[src/rtl/led_flash_arbiter_if.sv]
// led_flash_arbiter_if: trigger/hold inputs and LED/status outputs of the flash arbiter
interface led_flash_arbiter_if #(
    parameter int NREQ = 4,
    parameter int IDW  = 2
);
    logic [NREQ-1:0] trigger;
    logic            hold;
    logic            out;
    logic            busy;
    logic [IDW-1:0]  grant_id;
    logic [NREQ-1:0] pending;
    modport master (output trigger, hold, input out, busy, grant_id, pending);
    modport slave  (input trigger, hold, output out, busy, grant_id, pending);
endinterface

[src/rtl/led_flash_arbiter.sv]
// led_flash_arbiter: round-robin arbiter blinking source i as i+1 flashes on one shared LED
module led_flash_arbiter #(
    parameter int NREQ    = 4,
    parameter int IDW     = 2,
    parameter int FLASH_W = 19,
    parameter int GAP_W   = 19,
    parameter int PAUSE_W = 21
) (
    input  logic               i_clock,
    input  logic               i_reset_n,
    led_flash_arbiter_if.slave bus
);
    localparam int CW = (FLASH_W > GAP_W) ? ((FLASH_W > PAUSE_W) ? FLASH_W : PAUSE_W)
                                          : ((GAP_W > PAUSE_W) ? GAP_W : PAUSE_W);
    localparam int RW = IDW + 1;
    localparam logic [CW-1:0] FLASH_END = CW'({FLASH_W{1'b1}});
    localparam logic [CW-1:0] GAP_END   = CW'({GAP_W{1'b1}});
    localparam logic [CW-1:0] PAUSE_END = CW'({PAUSE_W{1'b1}});

    typedef enum logic [1:0] {IDLE, FLASH, GAP, PAUSE} state_t;

    state_t          r_state, w_nxt;
    logic [CW-1:0]   r_cnt;
    logic [RW-1:0]   r_remain;
    logic [NREQ-1:0] r_trig_ff, r_trig_d, r_pending, w_edge, w_clr;
    logic [IDW-1:0]  r_last, r_grant_id, w_idx, w_j;
    logic            r_out, r_busy, w_found, w_grant, w_dec;

    assign w_edge = r_trig_ff & ~r_trig_d;
    assign w_clr  = w_grant ? ({{(NREQ-1){1'b0}}, 1'b1} << w_idx) : '0;

    // Round-robin search: first pending source after the last one granted
    always_comb begin
        w_found = 1'b0;
        w_idx   = '0;
        w_j     = '0;
        for (int k = 1; k <= NREQ; k++) begin
            w_j = IDW'((int'(r_last) + k) % NREQ);
            if (!w_found && r_pending[w_j]) begin
                w_found = 1'b1;
                w_idx   = w_j;
            end
        end
    end

    // Sequencer next state; hold freezes every transition
    always_comb begin
        w_nxt   = r_state;
        w_grant = 1'b0;
        w_dec   = 1'b0;
        if (!bus.hold) begin
            case (r_state)
                IDLE: begin
                    w_grant = w_found;
                    w_nxt   = w_found ? FLASH : IDLE;
                end
                FLASH: begin
                    w_dec = (r_cnt == FLASH_END);
                    w_nxt = !w_dec ? FLASH : (r_remain == RW'(1)) ? PAUSE : GAP;
                end
                GAP:     w_nxt = (r_cnt == GAP_END) ? FLASH : GAP;
                PAUSE:   w_nxt = (r_cnt == PAUSE_END) ? IDLE : PAUSE;
                default: w_nxt = IDLE;
            endcase
        end
    end

    // State register
    always_ff @(posedge i_clock) begin
        if (!i_reset_n) r_state <= IDLE;
        else            r_state <= w_nxt;
    end

    // Edge capture, pending latch, phase counter, flash countdown and registered outputs
    always_ff @(posedge i_clock) begin
        if (!i_reset_n) begin
            r_trig_ff  <= '0;
            r_trig_d   <= '0;
            r_pending  <= '0;
            r_cnt      <= '0;
            r_remain   <= '0;
            r_grant_id <= '0;
            r_last     <= IDW'(NREQ - 1);
            r_out      <= 1'b0;
            r_busy     <= 1'b0;
        end else begin
            r_trig_ff <= bus.trigger;
            r_trig_d  <= r_trig_ff;
            r_pending <= (r_pending & ~w_clr) | w_edge;
            if (!bus.hold)
                r_cnt <= (r_state == IDLE || w_nxt != r_state) ? '0 : r_cnt + 1'b1;
            if (w_grant) begin
                r_grant_id <= w_idx;
                r_last     <= w_idx;
                r_remain   <= {1'b0, w_idx} + 1'b1;
            end else if (w_dec) begin
                r_remain <= r_remain - 1'b1;
            end
            r_out  <= bus.hold | (r_state == FLASH);
            r_busy <= (r_state != IDLE);
        end
    end

    assign bus.out      = r_out;
    assign bus.busy     = r_busy;
    assign bus.grant_id = r_grant_id;
    assign bus.pending  = r_pending;
endmodule

[src/flat_wrapper.sv]
// flat-port wrapper written by rule: the top's interface ports become plain ports
module led_flash_arbiter_flat 
#(
    parameter int NREQ    = 4,
    parameter int IDW     = 2,
    parameter int FLASH_W = 19,
    parameter int GAP_W   = 19,
    parameter int PAUSE_W = 21
)
  (i_clock, i_reset_n, bus_trigger, bus_hold, bus_out, bus_busy, bus_grant_id, bus_pending);
  led_flash_arbiter_if #(.NREQ(NREQ), .IDW(IDW)) bus_i ();
  input  logic i_clock;
  input  logic i_reset_n;
  input wire logic [$bits(bus_i.trigger)-1:0] bus_trigger;
  input wire logic [$bits(bus_i.hold)-1:0] bus_hold;
  output wire logic [$bits(bus_i.out)-1:0] bus_out;
  output wire logic [$bits(bus_i.busy)-1:0] bus_busy;
  output wire logic [$bits(bus_i.grant_id)-1:0] bus_grant_id;
  output wire logic [$bits(bus_i.pending)-1:0] bus_pending;
  assign bus_i.trigger = bus_trigger;
  assign bus_i.hold = bus_hold;
  assign bus_out = bus_i.out;
  assign bus_busy = bus_i.busy;
  assign bus_grant_id = bus_i.grant_id;
  assign bus_pending = bus_i.pending;
  led_flash_arbiter #(.NREQ(NREQ), .IDW(IDW), .FLASH_W(FLASH_W), .GAP_W(GAP_W), .PAUSE_W(PAUSE_W)) u_core (.i_clock(i_clock), .i_reset_n(i_reset_n), .bus(bus_i));
endmodule
[config.mk]
export PLATFORM = sky130hd
export DESIGN_NAME = led_flash_arbiter_flat
export DESIGN_NICKNAME = d
export VERILOG_FILES = /design/src/rtl/led_flash_arbiter_if.sv /design/src/rtl/led_flash_arbiter.sv /design/src/flat_wrapper.sv
export SDC_FILE = /design/constraint.sdc
export NUM_CORES = 1
export LEC_CHECK = 0
export BUFFER_PORTS_ARGS = -buffer_cell sky130_fd_sc_hd__buf_2
export CORE_UTILIZATION = 55
export CTS_BUF_LIST = sky130_fd_sc_hd__clkbuf_8
export DETAILED_ROUTE_END_ITERATION = 7
export HOLD_SLACK_MARGIN = 0.12
export PLACE_DENSITY = 0.78
export SETUP_SLACK_MARGIN = 0.4
export SLEW_MARGIN = 20
export SYNTH_ARGS = -nofsm -noshare
export SYNTH_HDL_FRONTEND = slang
export SYNTH_SLANG_ARGS = --single-unit
[constraint.sdc]
create_clock -name i_clock -period 4.1 [get_ports i_clock]
set_input_delay 0.82 -clock i_clock [delete_from_list [all_inputs] [get_ports i_clock]]
set_output_delay 0.82 -clock i_clock [all_outputs]
set_load 0.01 [all_outputs]
==> summary.txt, run 1 <==
Timing
  • Min cycle time layout: 2462 ps
  • Unrepaired setup endpoints after global routing: no
  • Peak clock frequency supported by timing: a little over 0.4 GHz
  • Final worst-path cycle share: 0.6005
  • Final WS setup: 1638 ps
  • Final sum of negative setup slack: 0 ps
  • Max-Slew Margin vs Limit: 0.5395
  • Final Hold Viols: 0
  • Maximum clock skew at final layout: 6.764 ps
  • Measured slew at the worst slew-check pin: 690.7 ps
  • Final slew viol count: 0
  • Setup violators final: 0

Clock tree
  • Worst skew pair latency: 290 ps
  • TritonCTS Sinks: 44
  • Worst-path clk slew: 80 ps
  • H-tree Lvls: 2
  • Clock root buffer: sky130_fd_sc_hd__clkbuf_8
  • TritonCTS clock tree: yes
  • Number of buffers on the longest clock path: 2
  • Inserted Clock Buffers: 5
  • Post-CTS Resized: 0
  • CTS Hold Buffers Added: 0
  • Setup Buffers After CTS: 0

Synthesis
  • Sequential element share of the synthesized area: 0.4226
  • Dominant synthesized flop cell: sky130_fd_sc_hd__dfxtp_1
  • Proportion of netlist area held by the largest area contributor: 0.4226
  • Count of cell types in the netlist: 43
  • Ys async rst share: 0
  • Largest area contributor in the netlist: sky130_fd_sc_hd__dfxtp_1
  • Number of synthesized flops with an enable pin: 0
  • Count leader, synth: sky130_fd_sc_hd__dfxtp_1
  • Syn. warnings: 0
  • Number of synthesized register bits: 44
  • Ranking of synthesized cells by instance count: 44 x sky130_fd_sc_hd__dfxtp_1, 35 x sky130_fd_sc_hd__nor2_1, 17 x sky130_fd_sc_hd__nand2_1, 15 x sky130_fd_sc_hd__a21oi_1, 14 x sky130_fd_sc_hd__xor2_1
  • Area contributors post-synth: sky130_fd_sc_hd__dfxtp_1 42%, sky130_fd_sc_hd__nor2_1 6.3%, sky130_fd_sc_hd__xor2_1 5.9%
  • Net count after synthesis: 255
  • Synthesized netlist cell count: between 200 and 250
  • Average instance area after synthesis: 8.649 um^2
  • Combined area of all synthesized cells: around 0.0021 mm^2

Routing
  • Drt via density: 5.520
  • Final routed wire length divided by cell count: 12.66 um
  • Via count of the routed design: between 1500 and 2000
  • Post-detailed-route DRC marker count: 0
  • Total wire length: 3.822 mm
  • Residual antenna-violating net count after detailed routing: 0
  • DRT iter0 DRCs: 156
  • TritonRoute pass-1 iters: 4

Placed design
  • Half-perimeter wire length after detailed placement: 2.636 mm
  • Total cell area at the placement stage: 0.002172 mm^2
  • Routability congestion estimate: 0.8292
  • Buffers added on ports: 14
  • Minimum setup slack after placement: 1650 ps

Hold path
  • Class of the most critical hold timing path: reg2reg

Layout
  • Total non-filler cell area in the finished layout: 0.002298 mm^2
  • Number of nets in the final layout: 267
  • Fraction of layout instances using a drive strength above 1: 0.1142
  • Fillcell total: 321
  • Synthesis-to-finish area growth: 10.26%
  • Area of the multi-input gates: 0.001112 mm^2
  • Final antenna diode count: 0
  • FF+latch area: 880.8 um^2
  • Final core utilization: 0.6278

Power and ir drop
  • Sequential group share of total power: 0.499
  • Sw Pwr: between 0.2 and 0.25 mW
  • Clk pwr share: 0.390
  • Worst IR drop on VDD: 216.3 uV
  • Proportion of power drawn by combinational gates: 0.111
  • Net Sw Frac: 0.2360
  • Internal power summed over all cells: 0.7002 mW
  • Power Density: between 300 and 400 mW/mm^2
  • Leakage power total: 0.8798 nW

Setup path
  • Required time of the critical path: ~4300 ps
  • Critical Path Start Type: register
  • Largest fanout of any net on the critical path: 18
  • Data arrival time of the critical path: 2620 ps
  • Crit. End Element: register
  • List of cells traversed by the critical path: nand4_2 > nor4_4 > a31oi_1 > o31ai_4 > nor2_1
  • Slowest cell on crit path: sky130_fd_sc_hd__nor4_4
  • CP Class: reg2reg
  • Highest cell delay on the worst timing path: between 600 and 700 ps

GRT
  • Vias in the first global route: 1572
  • Total grt overflow: 0
  • Pin count of the biggest net entering global routing: 20
  • Number of antenna violations at the first check in global routing: 0
  • GRT Total Usage: 0.2161
  • Wire length of the first global-routing pass: approximately 7 mm

Floorplanning
  • Number of rows created at floorplan: 22
  • Die Height: 63.56 um
  • Starting utilization of the core area: 0.5694
  • Standard cell core area: 0.003661 mm^2
  • Area of the die: 0.004040 mm^2
  • Die X-Extent: 63.56 um
  • I/O pin total: 15

Run
  • Max_cap viols: 0

Outcome
  • Outcome: finished clean
## power by group through the flow
| stage | registers (mW) | logic (mW) | clock network (mW) |
|---|---|---|---|
| after floorplan | 0.467 | 0.0753 | 0 |
| after global placement | 0.466 | 0.0989 | 0 |
| after detailed placement | 0.467 | 0.101 | 0 |
| after CTS | 0.457 | 0.102 | 0.367 |
| after global routing | 0.460 | 0.116 | 0.381 |
| final | 0.458 | 0.102 | 0.357 |
## area by class of cell
class,instances,share of cell area
flip-flops and latches,44,0.3832
inverters,13,0.02123
repair buffers,14,0.03048
clock inverters,1,0.01306
well taps,48,0.02613
multi-input cells,175,0.4839
clock buffers,7,0.04192
## per-layer routing
metal	global-route usage	routed length, um	vias to the layer above
li1	-	-	861
met1	0.2884	1948	770
met2	0.3338	1695	30
met3	0.05435	120	6
met4	0.07955	57	0
met5	0	0	-
## worst paths after layout
| check | from | end | slack (ps) | cells past startpoint |
|---|---|---|---|---|
| worst max-delay path | u_core.r_cnt[8] | u_core.r_cnt[4] | 1640 | 5 |
| worst max register to register | u_core.r_cnt[8] | u_core.r_cnt[4] | 1640 | 5 |
| worst min register to register | u_core.r_trig_ff[0] | u_core.r_trig_d[0] | 460 | 1 |
| worst min-delay path | u_core.r_trig_ff[0] | u_core.r_trig_d[0] | 460 | 1 |
## cell usage in the layout, fill, tap and decap left out, types with 7 or more instances in the layout
| master | Yosys | layout |
|---|---|---|
| sky130_fd_sc_hd__clkbuf_8 | 0 | 7 |
| sky130_fd_sc_hd__nand3_1 | 7 | 7 |
| sky130_fd_sc_hd__nand4_1 | 10 | 10 |
| sky130_fd_sc_hd__nor2_1 | 35 | 35 |
| sky130_fd_sc_hd__a21oi_1 | 15 | 15 |
| sky130_fd_sc_hd__buf_2 | 1 | 14 |
| sky130_fd_sc_hd__ha_1 | 7 | 7 |
| sky130_fd_sc_hd__xor2_1 | 14 | 14 |
| sky130_fd_sc_hd__inv_1 | 13 | 13 |
| sky130_fd_sc_hd__dfxtp_1 | 44 | 44 |
| sky130_fd_sc_hd__nand2_1 | 17 | 17 |
| sky130_fd_sc_hd__and2_1 | 9 | 9 |
## kinds of logic (layout without fill, tap and decap cells)
logic type,after synthesis,after routing,synth area share
AOI/OAI and AO/OA,41,41,0.1309
xor gates and xnor gates,18,18,0.07563
adders and majority gates,7,7,0.04201
buffers and inverters,22,35,0.04382
DFF,44,44,0.4226
muxes,1,1,0.005402
and+or+nand+nor,108,108,0.2797
## flip-flops by register name, summed over array words and instances (netlist names)
name,flops
u_core.bus.busy,1
u_core.bus.out,1
u_core.bus.pending,4
u_core.r_trig_d,4
u_core.r_last,2
u_core.r_trig_ff,4
u_core.r_remain,3
u_core.r_cnt,21
u_core.bus.grant_id,2
u_core.r_state,2
## worst max-delay path, delay by kind of cell (launching register included)
family             cells  cell delay [ps]
AOI/OAI and AO/OA      2              980
DFF                    1              430
and+or+nand+nor        3              920
## stage by stage
stage	cells	hold slack, ps	power (mW)
floorplan	241	421.4	0.5423
global placement	294	430.8	0.5654
detailed placement	294	440.9	0.5678
CTS	302	462.9	0.9257
global route	302	496.9	0.9578
finish	302	455.1	0.9165
No activity file was read; power rests on OpenSTA's default activity.
==> inputs of run 2 (changes only) <==
- ABC_AREA: default -> 1
- PLACE_DENSITY: 0.78 -> 0.8
- clock period: 4.1 -> 2.2 ns (I/O delays scaled with it)
==> run 2 against run 1 <==
Against the previous run:
- combinational power grew to 15 times the previous value
- register-to-register slack worse by 1400 ps
- cell count rose by 45%
- power rose to 3.4 times the previous value
- critical path depth increased by 8
- sequential power up 120%
- flip-flop and latch count is the same
- count of clock-buffer cells in the layout decreased by 2
- via count grew 38%
- synthesized area grew 17%
- global-route usage increased by 3.0 points
==> summary.txt, run 2 <==
Outcome
  • Outcome: finished clean

Timing
  • Worst hold slack: between 300 and 400 ps
  • Final sum of negative setup slack: 0 ps
  • Max-Slew Margin vs Limit: 0.5004
  • Final slew viol count: 0
  • Setup violators final: 0
  • Final worst-path cycle share: 0.8872
  • Final Hold Viols: 0
  • Maximum clock skew at final layout: 7.116 ps
  • Final WS setup: 248.1 ps
  • Min cycle time layout: 1952 ps
  • Unrepaired setup endpoints after global routing: yes
  • Measured slew at the worst slew-check pin: 748.6 ps
  • Peak clock frequency supported by timing: between 0.5 and 0.6 GHz

Power and ir drop
  • Power Density: between 1000 and 1500 mW/mm^2
  • Worst IR drop on VDD: 671.0 uV
  • Leakage power total: 1.506 nW

Routing
  • Via count of the routed design: 2293
  • Total wire length: 5.670 mm
  • Residual antenna-violating net count after detailed routing: 0
  • Final routed wire length divided by cell count: 12.92 um
  • TritonRoute pass-1 iters: 4
  • Post-detailed-route DRC marker count: 0
  • Drt via density: 5.223
  • DRT iter0 DRCs: 218

Synthesis
  • Number of synthesized register bits: 44
  • Count of cell types in the netlist: 37
  • Dominant synthesized flop cell: sky130_fd_sc_hd__dfxtp_1
  • Ranking of synthesized cells by instance count: 84 x sky130_fd_sc_hd__nand2_1, 67 x sky130_fd_sc_hd__inv_1, 46 x sky130_fd_sc_hd__nor2_1, 44 x sky130_fd_sc_hd__dfxtp_1, 17 x sky130_fd_sc_hd__nand3_1
  • Synth Area in XOR/XNOR: 0.05385
  • Synthesized netlist cell count: 356
  • Syn. warnings: 0
  • Largest family of logic cells by synthesized area: simple AND/OR/NAND/NOR gates
  • Largest area contributor in the netlist: sky130_fd_sc_hd__dfxtp_1
  • Count leader, synth: sky130_fd_sc_hd__nand2_1
  • Multiplexer share of the synthesized area: 0
  • Area contributors post-synth: sky130_fd_sc_hd__dfxtp_1 36%, sky130_fd_sc_hd__nand2_1 13%, sky130_fd_sc_hd__inv_1 10%
  • Ys async rst share: 0
  • Sequential element share of the synthesized area: 0.3610
  • Post-synthesis share of cell area spent on full adders, half adders and majority gates: 0.03590
  • Complex-gate fraction of the synthesized area: 0.06615
  • Net count after synthesis: 370
  • Post-synthesis share of cell area spent on and, or, nand and nor gates: 0.3513
  • Number of synthesized flops with an enable pin: 0
  • Proportion of netlist area held by the largest area contributor: 0.3610
  • Average instance area after synthesis: 6.853 um^2
  • Combined area of all synthesized cells: about 0.0024 mm^2

Layout
  • Most frequent standard cell in the layout excluding fill and tap cells: sky130_fd_sc_hd__nand2_1
  • Final core utilization: 0.7324
  • Most frequent cells in the layout: 74 x sky130_fd_sc_hd__nand2_1, 63 x sky130_fd_sc_hd__inv_1, 39 x sky130_fd_sc_hd__nor2_1, 32 x sky130_fd_sc_hd__dfxtp_1, 17 x sky130_fd_sc_hd__nand2_2
  • Number of nets in the final layout: between 400 and 500
  • Flip-flop count of the largest register after layout: 21
  • Register name with the most flops: u_core.r_cnt
  • Synthesis-to-finish area growth: 23.54%
  • Fraction of layout instances using a drive strength above 1: 0.2879
  • Fillcell total: 287
  • Final antenna diode count: 0

Setup path
  • Data arrival time of the critical path: 2190 ps
  • Crit path launch: u_core.r_last[0]
  • Cell type group with the largest total delay on the critical path: simple AND/OR/NAND/NOR gates
  • Reg-to-Reg End: u_core.r_remain[1]
  • FF-to-FF Start: u_core.r_last[0]
  • Slowest cell on crit path: sky130_fd_sc_hd__dfxtp_4
  • Highest cell delay on the worst timing path: 390 ps
  • Crit path buf inv count: 3
  • Largest fanout of any net on the critical path: 6
  • Required time of the critical path: 2440 ps
  • R2r worst-path depth: 13
  • Critical Path Start Type: register
  • CP Class: reg2reg
  • Crit. End Element: register
  • Flop-to-flop setup slack: 250 ps
  • List of cells traversed by the critical path: buf_6 > xor2_1 > nand2_1 > nand2_2 > nor2_4 > buf_4 > nand3_2 > nand2_2 > inv_2 > ha_1 > o21ai_1 > nor2_1 > nor2_1

Clock tree
  • Worst-path clk slew: 90 ps
  • Worst skew pair latency: 300 ps
  • Clock root buffer: sky130_fd_sc_hd__clkbuf_8
  • Number of buffers on the longest clock path: 2
  • TritonCTS Sinks: 44
  • H-tree Lvls: 2
  • TritonCTS clock tree: yes
  • Inserted Clock Buffers: 5

Placed design
  • Buffers added on ports: 14
  • Half-perimeter wire length after detailed placement: 3.134 mm
  • Minimum setup slack after placement: 41.20 ps
  • Routability congestion estimate: 0.8344

Hold path
  • Hold Crit Start: bus_trigger[1]
  • Class of the most critical hold timing path: in2reg
  • Worst hold path cell count: 3
  • Min-Delay Endpoint: u_core.r_trig_ff[1]

Floorplanning
  • Die Height: between 60 and 70 um
  • Number of rows created at floorplan: 23
  • Standard cell core area: 0.004115 mm^2
  • Starting utilization of the core area: 0.5929
  • Die X-Extent: ~70 um
  • Area of the die: between 0.004 and 0.005 mm^2
  • I/O pin total: 15

Run
  • Max_cap viols: 0

GRT
  • Total grt overflow: 0
  • Number of antenna violations at the first check in global routing: 0
  • Vias in the first global route: 2033
  • GRT Total Usage: 0.2465
  • Wire length of the first global-routing pass: 8.611 mm
  • Pin count of the biggest net entering global routing: 22
[run 2: repair_timing]
action,4_1_cts,5_1_grt
setup buffers,11,3
pin swaps,11,16
endpoints found under the setup margin,31,32
hold buffers,0,0
gates resized for setup,32,43
[run 2: how the worst max path moves through the flow]
stage                       endpoint  slack [ps]  depth (start not counted)
3_5_place_dp   u_core.bus.pending[3]          40                         12
5_1_grt        u_core.bus.pending[3]         100                         14
3_3_place_gp   u_core.bus.pending[3]         120                         12
2_1_floorplan  u_core.bus.pending[3]         390                         12
4_1_cts           u_core.r_remain[1]         310                         14
6_report          u_core.r_remain[1]         250                         13
[run 2: worst reg2reg max path, delay by kind of cell (launching register included)]
family                   cells  cell delay [ps]
flip-flops                   1              390
buffers and inverters        3              310
XOR/XNOR                     1              130
AO/OA/AOI/OAI                1              120
adder cells (fa/ha/maj)      1              290
AND/OR/NAND/NOR              7              660
[run 2: cells by family after synthesis]
logic type	after synthesis
DFF	44
buffers and inverters	76
xor gates and xnor gates	15
and+or+nand+nor	185
AOI/OAI and AO/OA	29
adders and majority gates	7
[run 2: stage by stage]
step	power, mW	area (um^2)	cells
2_1_floorplan	1.766	2442	356
3_3_place_gp	1.898	2545	417
3_5_place_dp	1.922	2545	417
4_1_cts	2.932	2854	436
5_1_grt	3.366	3014	439
6_report	3.159	3014	439
[run 2: layout make-up]
| cell class | count | area (um^2) | share of cell area |
|---|---|---|---|
| timing repair buffer | 32 | 236.5 | 0.07846 |
| clock inverter | 3 | 46.29 | 0.01536 |
| sequential | 44 | 900.9 | 0.2989 |
| multi-input combinational | 236 | 1438 | 0.4770 |
| inverter | 69 | 261.5 | 0.08676 |
| tap | 50 | 62.56 | 0.02076 |
| clock buffer | 5 | 68.82 | 0.02283 |
[run 2: where the power goes]
group | internal [mW] | total [mW] | switching (mW) | leakage (nW)
Sequential | 0.889 | 0.986 | 0.0961 | 0.364
Clock | 0.342 | 0.630 | 0.288 | 0.0548
Combinational | 0.623 | 1.54 | 0.921 | 1.09
Total | 1.85 | 3.16 | 1.30 | 1.51
[run 2: layer usage]
layer  global-route usage  wire, um  vias to the layer above
met5                    0         0                        -
met4               0.1068       227                        0
met3              0.05099       315                       24
met2               0.3983      2671                       69
met1               0.3153      2456                     1031
li1                     -         -                     1169
